**config.mk**
```make
export PLATFORM = sky130hd
export DESIGN_NAME = fifo_rempty_gen_flat
export DESIGN_NICKNAME = d
export VERILOG_FILES = /design/src/rtl/fifo_async_pkg.sv /design/src/rtl/fifo_rempty_gen_if.sv /design/src/rtl/fifo_gray_sync.sv /design/src/rtl/fifo_rempty_gen.sv /design/src/flat_wrapper.sv
export SDC_FILE = /design/constraint.sdc
export NUM_CORES = 1
export LEC_CHECK = 0
export CAP_MARGIN = 20
export CORE_MARGIN = 3
export CORE_UTILIZATION = 45
export DETAILED_ROUTE_END_ITERATION = 10
export PLACE_DENSITY = 0.82
export SLEW_MARGIN = 20
export SYNTH_ARGS = -nofsm -noshare
export SYNTH_HDL_FRONTEND = slang
export SYNTH_SLANG_ARGS = --single-unit
```
**constraint.sdc**
```tcl
create_clock -name rdclk -period 8.96 [get_ports rdclk]
set_input_delay 1.344 -clock rdclk [delete_from_list [all_inputs] [get_ports rdclk]]
set_output_delay 1.344 -clock rdclk [all_outputs]
set_load 0.02 [all_outputs]
```
**src/rtl/fifo_async_pkg.sv**
```systemverilog
// Shared pointer helpers for the async FIFO read/write status generators.
// Functions work on a fixed 32-bit container; callers zero-extend and truncate to PTR_W.
package fifo_async_pkg;

  localparam int unsigned PTR_MAX_W = 32;

  typedef logic [PTR_MAX_W-1:0] ptr_max_t;

  function automatic int unsigned ptr_w(input int unsigned abits);
    return abits + 1;
  endfunction

  function automatic ptr_max_t bin2gray(input ptr_max_t b);
    return b ^ (b >> 1);
  endfunction

  // Prefix XOR from the MSB down, in log2 steps; zero upper bits do not disturb the result.
  function automatic ptr_max_t gray2bin(input ptr_max_t g);
    ptr_max_t b;
    b = g;
    for (int unsigned s = 1; s < PTR_MAX_W; s = s << 1)
      b = b ^ (b >> s);
    return b;
  endfunction

endpackage

```
**src/rtl/fifo_rempty_gen_if.sv**
```systemverilog
// Read-side status bus between the read pointer counter and fifo_rempty_gen.
interface fifo_rempty_gen_if #(
  parameter int unsigned ABITS = 10
);
  logic             rd_en;
  logic [ABITS:0]   rd_bin_ptr;
  logic [ABITS:0]   wr_gray_ptr;
  logic [ABITS:0]   rd_gray_ptr;
  logic             rd_empty;
  logic             rd_aempty;
  logic [ABITS:0]   rd_usedw;

  modport master (
    output rd_en, rd_bin_ptr, wr_gray_ptr,
    input  rd_gray_ptr, rd_empty, rd_aempty, rd_usedw
  );

  modport slave (
    input  rd_en, rd_bin_ptr, wr_gray_ptr,
    output rd_gray_ptr, rd_empty, rd_aempty, rd_usedw
  );
endinterface

```
**src/rtl/fifo_gray_sync.sv**
```systemverilog
// SYNC_STAGES-deep flop chain for moving a Gray pointer into another clock domain.
module fifo_gray_sync #(
  parameter int unsigned WIDTH       = 11,
  parameter int unsigned SYNC_STAGES = 2
) (
  input  logic             clk,
  input  logic             rst,
  input  logic [WIDTH-1:0] d,
  output logic [WIDTH-1:0] q
);

  logic [WIDTH-1:0] stage [SYNC_STAGES];

  always_ff @(posedge clk or posedge rst) begin
    if (rst) begin
      for (int unsigned i = 0; i < SYNC_STAGES; i++)
        stage[i] <= '0;
    end else begin
      stage[0] <= d;
      for (int unsigned i = 1; i < SYNC_STAGES; i++)
        stage[i] <= stage[i-1];
    end
  end

  assign q = stage[SYNC_STAGES-1];

endmodule

```
**src/rtl/fifo_rempty_gen.sv**
```systemverilog
// Read-domain empty / almost-empty / used-word generator for the async FIFO.
// Status is computed from the post-read pointer so it lands on the same edge as the counter.
module fifo_rempty_gen
  import fifo_async_pkg::*;
#(
  parameter int unsigned ABITS       = 10,
  parameter int unsigned SYNC_STAGES = 2,
  parameter int unsigned AEMPTY_THR  = 4
) (
  input  logic                rdclk,
  input  logic                rst,
  fifo_rempty_gen_if.slave    bus
);

  localparam int unsigned        PTR_W  = ptr_w(ABITS);
  localparam logic [PTR_W-1:0]   AE_THR = PTR_W'(AEMPTY_THR);

  if (SYNC_STAGES < 2) begin : g_bad_sync
    $error("fifo_rempty_gen: SYNC_STAGES must be >= 2");
  end
  if (64'(AEMPTY_THR) >= (64'd1 << ABITS)) begin : g_bad_thr
    $error("fifo_rempty_gen: AEMPTY_THR must be below 2**ABITS");
  end
  if (PTR_W > PTR_MAX_W) begin : g_bad_width
    $error("fifo_rempty_gen: ABITS too large for pointer helpers");
  end

  logic             rd_allow;
  logic [PTR_W-1:0] wq_gray;
  logic [PTR_W-1:0] wr_bin_sync;
  logic [PTR_W-1:0] rd_bin_next;
  logic [PTR_W-1:0] rd_gray_next;
  logic [PTR_W-1:0] used_next;

  fifo_gray_sync #(
    .WIDTH       (PTR_W),
    .SYNC_STAGES (SYNC_STAGES)
  ) u_wptr_sync (
    .clk (rdclk),
    .rst (rst),
    .d   (bus.wr_gray_ptr),
    .q   (wq_gray)
  );

  always_comb begin
    rd_allow     = bus.rd_en & ~bus.rd_empty;
    rd_bin_next  = bus.rd_bin_ptr + {{(PTR_W-1){1'b0}}, rd_allow};
    rd_gray_next = PTR_W'(bin2gray(ptr_max_t'(rd_bin_next)));
    wr_bin_sync  = PTR_W'(gray2bin(ptr_max_t'(wq_gray)));
    used_next    = wr_bin_sync - rd_bin_next;
  end

  always_ff @(posedge rdclk or posedge rst) begin
    if (rst) begin
      bus.rd_gray_ptr <= '0;
      bus.rd_empty    <= 1'b1;
      bus.rd_aempty   <= 1'b1;
      bus.rd_usedw    <= '0;
    end else begin
      bus.rd_gray_ptr <= rd_gray_next;
      bus.rd_empty    <= (rd_gray_next == wq_gray);
      bus.rd_aempty   <= (used_next <= AE_THR);
      bus.rd_usedw    <= used_next;
    end
  end

endmodule

```
**src/flat_wrapper.sv**
```systemverilog
// flat-port wrapper written by rule: the top's interface ports become plain ports
module fifo_rempty_gen_flat import fifo_async_pkg::*;
#(
  parameter int unsigned ABITS       = 10,
  parameter int unsigned SYNC_STAGES = 2,
  parameter int unsigned AEMPTY_THR  = 4
)
  (rdclk, rst, bus_rd_en, bus_rd_bin_ptr, bus_wr_gray_ptr, bus_rd_gray_ptr, bus_rd_empty, bus_rd_aempty, bus_rd_usedw);
  fifo_rempty_gen_if #(.ABITS(ABITS)) bus_i ();
  input  logic rdclk;
  input  logic rst;
  input wire logic [$bits(bus_i.rd_en)-1:0] bus_rd_en;
  input wire logic [$bits(bus_i.rd_bin_ptr)-1:0] bus_rd_bin_ptr;
  input wire logic [$bits(bus_i.wr_gray_ptr)-1:0] bus_wr_gray_ptr;
  output wire logic [$bits(bus_i.rd_gray_ptr)-1:0] bus_rd_gray_ptr;
  output wire logic [$bits(bus_i.rd_empty)-1:0] bus_rd_empty;
  output wire logic [$bits(bus_i.rd_aempty)-1:0] bus_rd_aempty;
  output wire logic [$bits(bus_i.rd_usedw)-1:0] bus_rd_usedw;
  assign bus_i.rd_en = bus_rd_en;
  assign bus_i.rd_bin_ptr = bus_rd_bin_ptr;
  assign bus_i.wr_gray_ptr = bus_wr_gray_ptr;
  assign bus_rd_gray_ptr = bus_i.rd_gray_ptr;
  assign bus_rd_empty = bus_i.rd_empty;
  assign bus_rd_aempty = bus_i.rd_aempty;
  assign bus_rd_usedw = bus_i.rd_usedw;
  fifo_rempty_gen #(.ABITS(ABITS), .SYNC_STAGES(SYNC_STAGES), .AEMPTY_THR(AEMPTY_THR)) u_core (.rdclk(rdclk), .rst(rst), .bus(bus_i));
endmodule
```
# Word-level counts from Yosys, hierarchy flattened
# Index checks and enable logic that the tools add are counted.
[op_classes] addsub=2 magnitude_cmp=1 eq_ne=1 reduce_logical=0 multipliers=0 n_bitwise=8 n_shift=0 div_mod_pow=0 n_mux=0
[op_table] operator="bitwise XOR 32 x 28 -> 32 bit" n=1
[op_table] operator="bitwise XOR 32 x 30 -> 32 bit" n=1
[op_table] operator="bitwise XOR 27 x 24 -> 27 bit" n=1
[op_table] operator="bitwise XOR 11 x 10 -> 11 bit" n=2
[op_table] operator="adder 11 x 1 -> 11 bit" n=1
[op_table] operator="== test 11 bit" n=1
[op_table] operator="less-or-equal comparator 11 x 3 -> 1 bit, second input constant" n=1
[op_table] operator="subtractor 11 bit" n=1
[op_table] operator="bitwise XOR 11 bit" n=1
[op_table] operator="bitwise AND 1 bit" n=1
[op_table] operator="inverter 1 bit" n=1
[word_totals] n_memories=0 ramBits=0 register_bits=46 output_inout_bits=24 latch_bits=0 mem_bits_ro=0

# Longest topological paths before layout
[logic_depth] depth_word=7 depth_mapped=16 depth_no_buf=16

# Cells and area by module
# From an unflattened synthesis, not the netlist that was laid out.
[hier_totals] hier_cells=223 hier_area_um2=2516.2
[modules_own_cells] mod="fifo_rempty_gen" cells_each=189 seq_area_each_um2=603.1 area_per_inst_um2=1879.3 n_inst=1
[modules_own_cells] mod="fifo_gray_sync" cells_each=34 seq_area_each_um2=550.5 area_per_inst_um2=636.9 n_inst=1

# Worst setup path after synthesis
# Ideal clock, no wire load.
[synth_timing] kind="register to register" from="register u_core.u_wptr_sync.stage, in the netlist u_core.u_wptr_sync.q[10]" to="register u_core.bus.rd_aempty" t_arrival_ps=4578 t_required_ps=8885 period_less_slack_ps=4654 setup_ps=75 slack_ps=4306 path_stages_with_launch=17 n_path_buf=0 cell_sequence="dfrtp_1 > xor3_2 > xnor3_2 > xnor2_1 > xnor2_1 > xor2_1 > xor2_1 > ha_1 > fa_1 > nor3_1 > nor2_1 > a2111oi_0 > a31oi_1 > o21bai_1 > xnor2_1 > or4b_1 > nor3_2"
[synth_via] elab_chain_cells=7
[synth_rtl] element="from (decl)" line="fifo_gray_sync.sv:12" rtl="logic [WIDTH-1:0] stage [SYNC_STAGES];"
[synth_rtl] element="from (signal, indexed assignment)" line="fifo_gray_sync.sv:21" rtl="stage[i] <= stage[i-1];"
[synth_rtl] element="bitwise XOR 11 x 10 -> 11 bit" line="fifo_async_pkg.sv:22" rtl="b = b ^ (b >> s);"
[synth_rtl] element="bitwise XOR 32 x 30 -> 32 bit" line="fifo_async_pkg.sv:22"
[synth_rtl] element="bitwise XOR 32 x 28 -> 32 bit" line="fifo_async_pkg.sv:22"
[synth_rtl] element="bitwise XOR 27 x 24 -> 27 bit" line="fifo_async_pkg.sv:22"
[synth_rtl] element="bitwise XOR 11 bit" line="fifo_async_pkg.sv:22"
[synth_rtl] element="subtractor 11 bit" line="fifo_rempty_gen.sv:50" rtl="used_next = wr_bin_sync - rd_bin_next;"
[synth_rtl] element="via u_core.used_next[6]" line="fifo_rempty_gen.sv:33" rtl="logic [PTR_W-1:0] used_next;"
[synth_rtl] element="less-or-equal comparator 11 x 3 -> 1 bit" line="fifo_rempty_gen.sv:62" rtl="bus.rd_aempty <= (used_next <= AE_THR);"
[synth_rtl] element="to (signal assigned)" line="fifo_rempty_gen.sv:62"
[synth_rtl] element="to (decl)" line="fifo_rempty_gen_if.sv:20" rtl="output rd_gray_ptr, rd_empty, rd_aempty, rd_usedw"
# The timed path passes the listed nets, and every way through them passes these cells.

# Worst setup path after layout
# Same ends and word-level chain as after synthesis.

==> results.cfg <==
[outcome]
outcome = finished, final reports clean

[min_path]
min_to = u_core.u_wptr_sync.q[6]
hold_class = flop to flop
hold_depth = 0
min_from = u_core.u_wptr_sync.stage[17]

[global_route]
grt_max_degree = 47
grt_pass1_vias = 1923
grt-ovfl-total = 0
grt_pass1_wl_um = 9149
antenna_found_initial = 0
grt_usage_pct = 17.80

[power_and_ir_drop]
swShare_pct = 36.60
combinationalPowerShare_pct = 46.7
ir_drop_mv = 0.09384
p_switching_mw = 0.2636
powerDensity_nw_per_um2 = 220.9
internal_power_mw = 0.4566
power.leakage_nw = 1.360
p_clk_share_pct = 17.8
p_total_mw = 0.7202
p_seq_share_pct = 35.5

[floorplanning]
die-area_um2 = 6771
core_um2 = 5574
initial_core_util_pct = 46.98
die_w_um = 82.29
fp.dieH_um = 82.29
pin_count = 49
placementRows = 27

[final_layout]
area_delta_synth_final_pct = 24.51
nFillCells = 466
nNetsFinal = 330
drive_above_1_share_pct = 6.040
n_antenna_cell = 0
fin_area_um2 = 3261

[logic_synthesis]
synth_common_cells = dfrtp_1, xnor2_1, xor2_1
ys_seq_area_share_pct = 44.05
synth_most_common_cell = dfrtp_1
syn-mean-instance-area_um2 = 10.56
yosys-top-cells-area = dfrtp_1, xnor2_1, xor2_1
synth_edf_count = 0
synth_area_um2 = 2619
synth_top_area_cell = dfrtp_1
synthFlopType = dfrtp_1
synth_nets = 281
yosysTopAreaCellShare_pct = 42.04
yosysWarningCount = 0
ys_ff_latch = 46
synth_cell_types = 53
ys_async_sr_fraction_pct = 100.0
synthCells = 248

[drt]
drt-pass1-iter-count = 4
wl_um = 5624
dr.first_iter.drc_count = 182
vias = 2034
avgRoutedWirePerCell_um = 15.20
via_per_inst = 5.497
drc = 0
ant_nets = 0

[clock_network]
cts_hold_buf = 0
clk_pin_slew_ns = 0.08
clk_latency_ns = 0.30
cts_setup_buffers = 0
h-tree-depth = 2
ctsResizeCount = 0
cts_tree = built
cts_max_path_buffers = 2
cts_sinks = 46
cts_buffers = 5
clockRootBuffer = clkbuf_8

[timing]
final-setup-viol-count = 0
tns_ns = 0
maxSlewHeadroom_pct = 41.83
hold_viol = 0
min_period_over_period_pct = 61.30
max_slew.worst_pin.slew_ns = 0.8696
min_period_ns = 5.492
slew_violations = 0
setup_ws_ns = 3.468
fmax_mhz = 182.1
rsz0062_at_grt = false
holdWs_ns = 0.3513
fin_skew_ns = 0.008692

[setup_path]
crit_fanout = 8
critPathArrivalTime_ns = 5.71
ff2ff_path_depth = 16
r2r_slack_ns = 3.47
rr_endpoint = u_core.bus.rd_aempty
cp-start-kind = flop
crit_required_ns = 9.18
worst-setup-path-type = flop to flop
cp-end-kind = flop
timing.rr.start = u_core.u_wptr_sync.q[10]

[placement]
place_area_um2 = 3169
numPortBuffers = 48
place_hpwl_um = 4381
gp_congestion = 0.9105
post-place-ws_ns = 3.416

[flow_run]
max_cap_viol_count = 0
registers in the layout (all words and copies together), names as in the netlist:
signal / flops
u_core.bus.rd_aempty: 1
u_core.bus.rd_empty: 1
u_core.u_wptr_sync.q: 11
u_core.bus.rd_usedw: 11
u_core.bus.rd_gray_ptr: 11
u_core.u_wptr_sync.stage: 11
cell usage in the layout (no fill, tap or decap), types with 3 or more instances in the layout:
master           count
clkdlybuf4s50_1     48
dfrtp_1             44
xnor2_1             31
xor2_1              23
nor2_1              19
nand2_1             14
inv_1               11
nand3_1              8
nor4_1               7
ha_1                 7
nor3_1               6
a31oi_1              6
clkbuf_8             6
o21ai_0              5
a21oi_1              4
a211oi_1             4
nand4_1              3
nand2b_1             3
o211ai_1             3
a2111oi_0            3
worst max-delay path, cell delays in order (launching register included):
cell,delay (ns)
dfrtp_1,0.42
xor3_2,0.53
xnor3_2,0.38
xnor2_1,0.50
xnor2_1,0.25
xor2_1,0.37
xor2_1,0.13
ha_1,0.25
fa_1,0.43
nor3_1,0.42
nor2_1,0.09
a2111oi_0,0.61
a31oi_1,0.16
o21bai_1,0.18
xnor2_1,0.10
or4b_1,0.49
nor3_2,0.11
power groups by stage:
stage               registers, mW  clock network (mW)  logic, mW
floorplan                   0.297                   0      0.179
global placement            0.259                   0      0.324
detailed placement          0.261                   0      0.331
CTS                         0.256               0.132      0.333
global route                0.258               0.143      0.363
finish                      0.256               0.128      0.336
metal layers:
metal / GRT usage (%) / up-vias / wire (µm)
met5: 0 / - / 0
li1: - / 966 / -
met3: 3.796 / 11 / 375
met2: 28.45 / 87 / 2714
met1: 24.38 / 970 / 2434
met4: 4.983 / 0 / 99
final cells by class:
| type | count | area [µm²] | share of cell area, % |
|---|---|---|---|
| Clock buffer | 7 | 86.33 | 2.648 |
| Tap cell | 72 | 90.09 | 2.763 |
| Multi-Input combinational cell | 182 | 1389 | 42.59 |
| Timing Repair Buffer | 49 | 488.0 | 14.97 |
| Clock inverter | 1 | 5.005 | 0.1535 |
| Sequential cell | 46 | 1154 | 35.38 |
| Inverter | 13 | 48.80 | 1.497 |
logic make-up after synthesis:
| logic type | after synthesis | share of synthesized area (%) |
|---|---|---|
| compound gates | 40 | 11.32 |
| xor+xnor | 59 | 22.55 |
| fa+ha+maj | 9 | 4.491 |
| buf+inv | 20 | 2.914 |
| flops | 46 | 44.05 |
| mux | 2 | 0.7645 |
| simple gates | 72 | 13.90 |
stage by stage:
| stage | instances | utilization (%) |
|---|---|---|
| 2_1_floorplan | 248 | - |
| 3_3_place_gp | 362 | 56.86 |
| 3_5_place_dp | 362 | 56.86 |
| 4_1_cts | 370 | 58.50 |
| 5_1_grt | 370 | 58.50 |
| 6_report | 370 | 58.50 |
worst max path at each step:
stage	start	endpoint
2_1_floorplan	u_core.u_wptr_sync.q[10]	u_core.bus.rd_aempty
3_3_place_gp	bus_rd_en	u_core.bus.rd_aempty
3_5_place_dp	bus_rd_en	u_core.bus.rd_aempty
4_1_cts	u_core.u_wptr_sync.q[10]	u_core.bus.rd_aempty
5_1_grt	u_core.u_wptr_sync.q[10]	u_core.bus.rd_aempty
6_report	u_core.u_wptr_sync.q[10]	u_core.bus.rd_aempty
No activity file was read; power rests on OpenSTA's default activity.
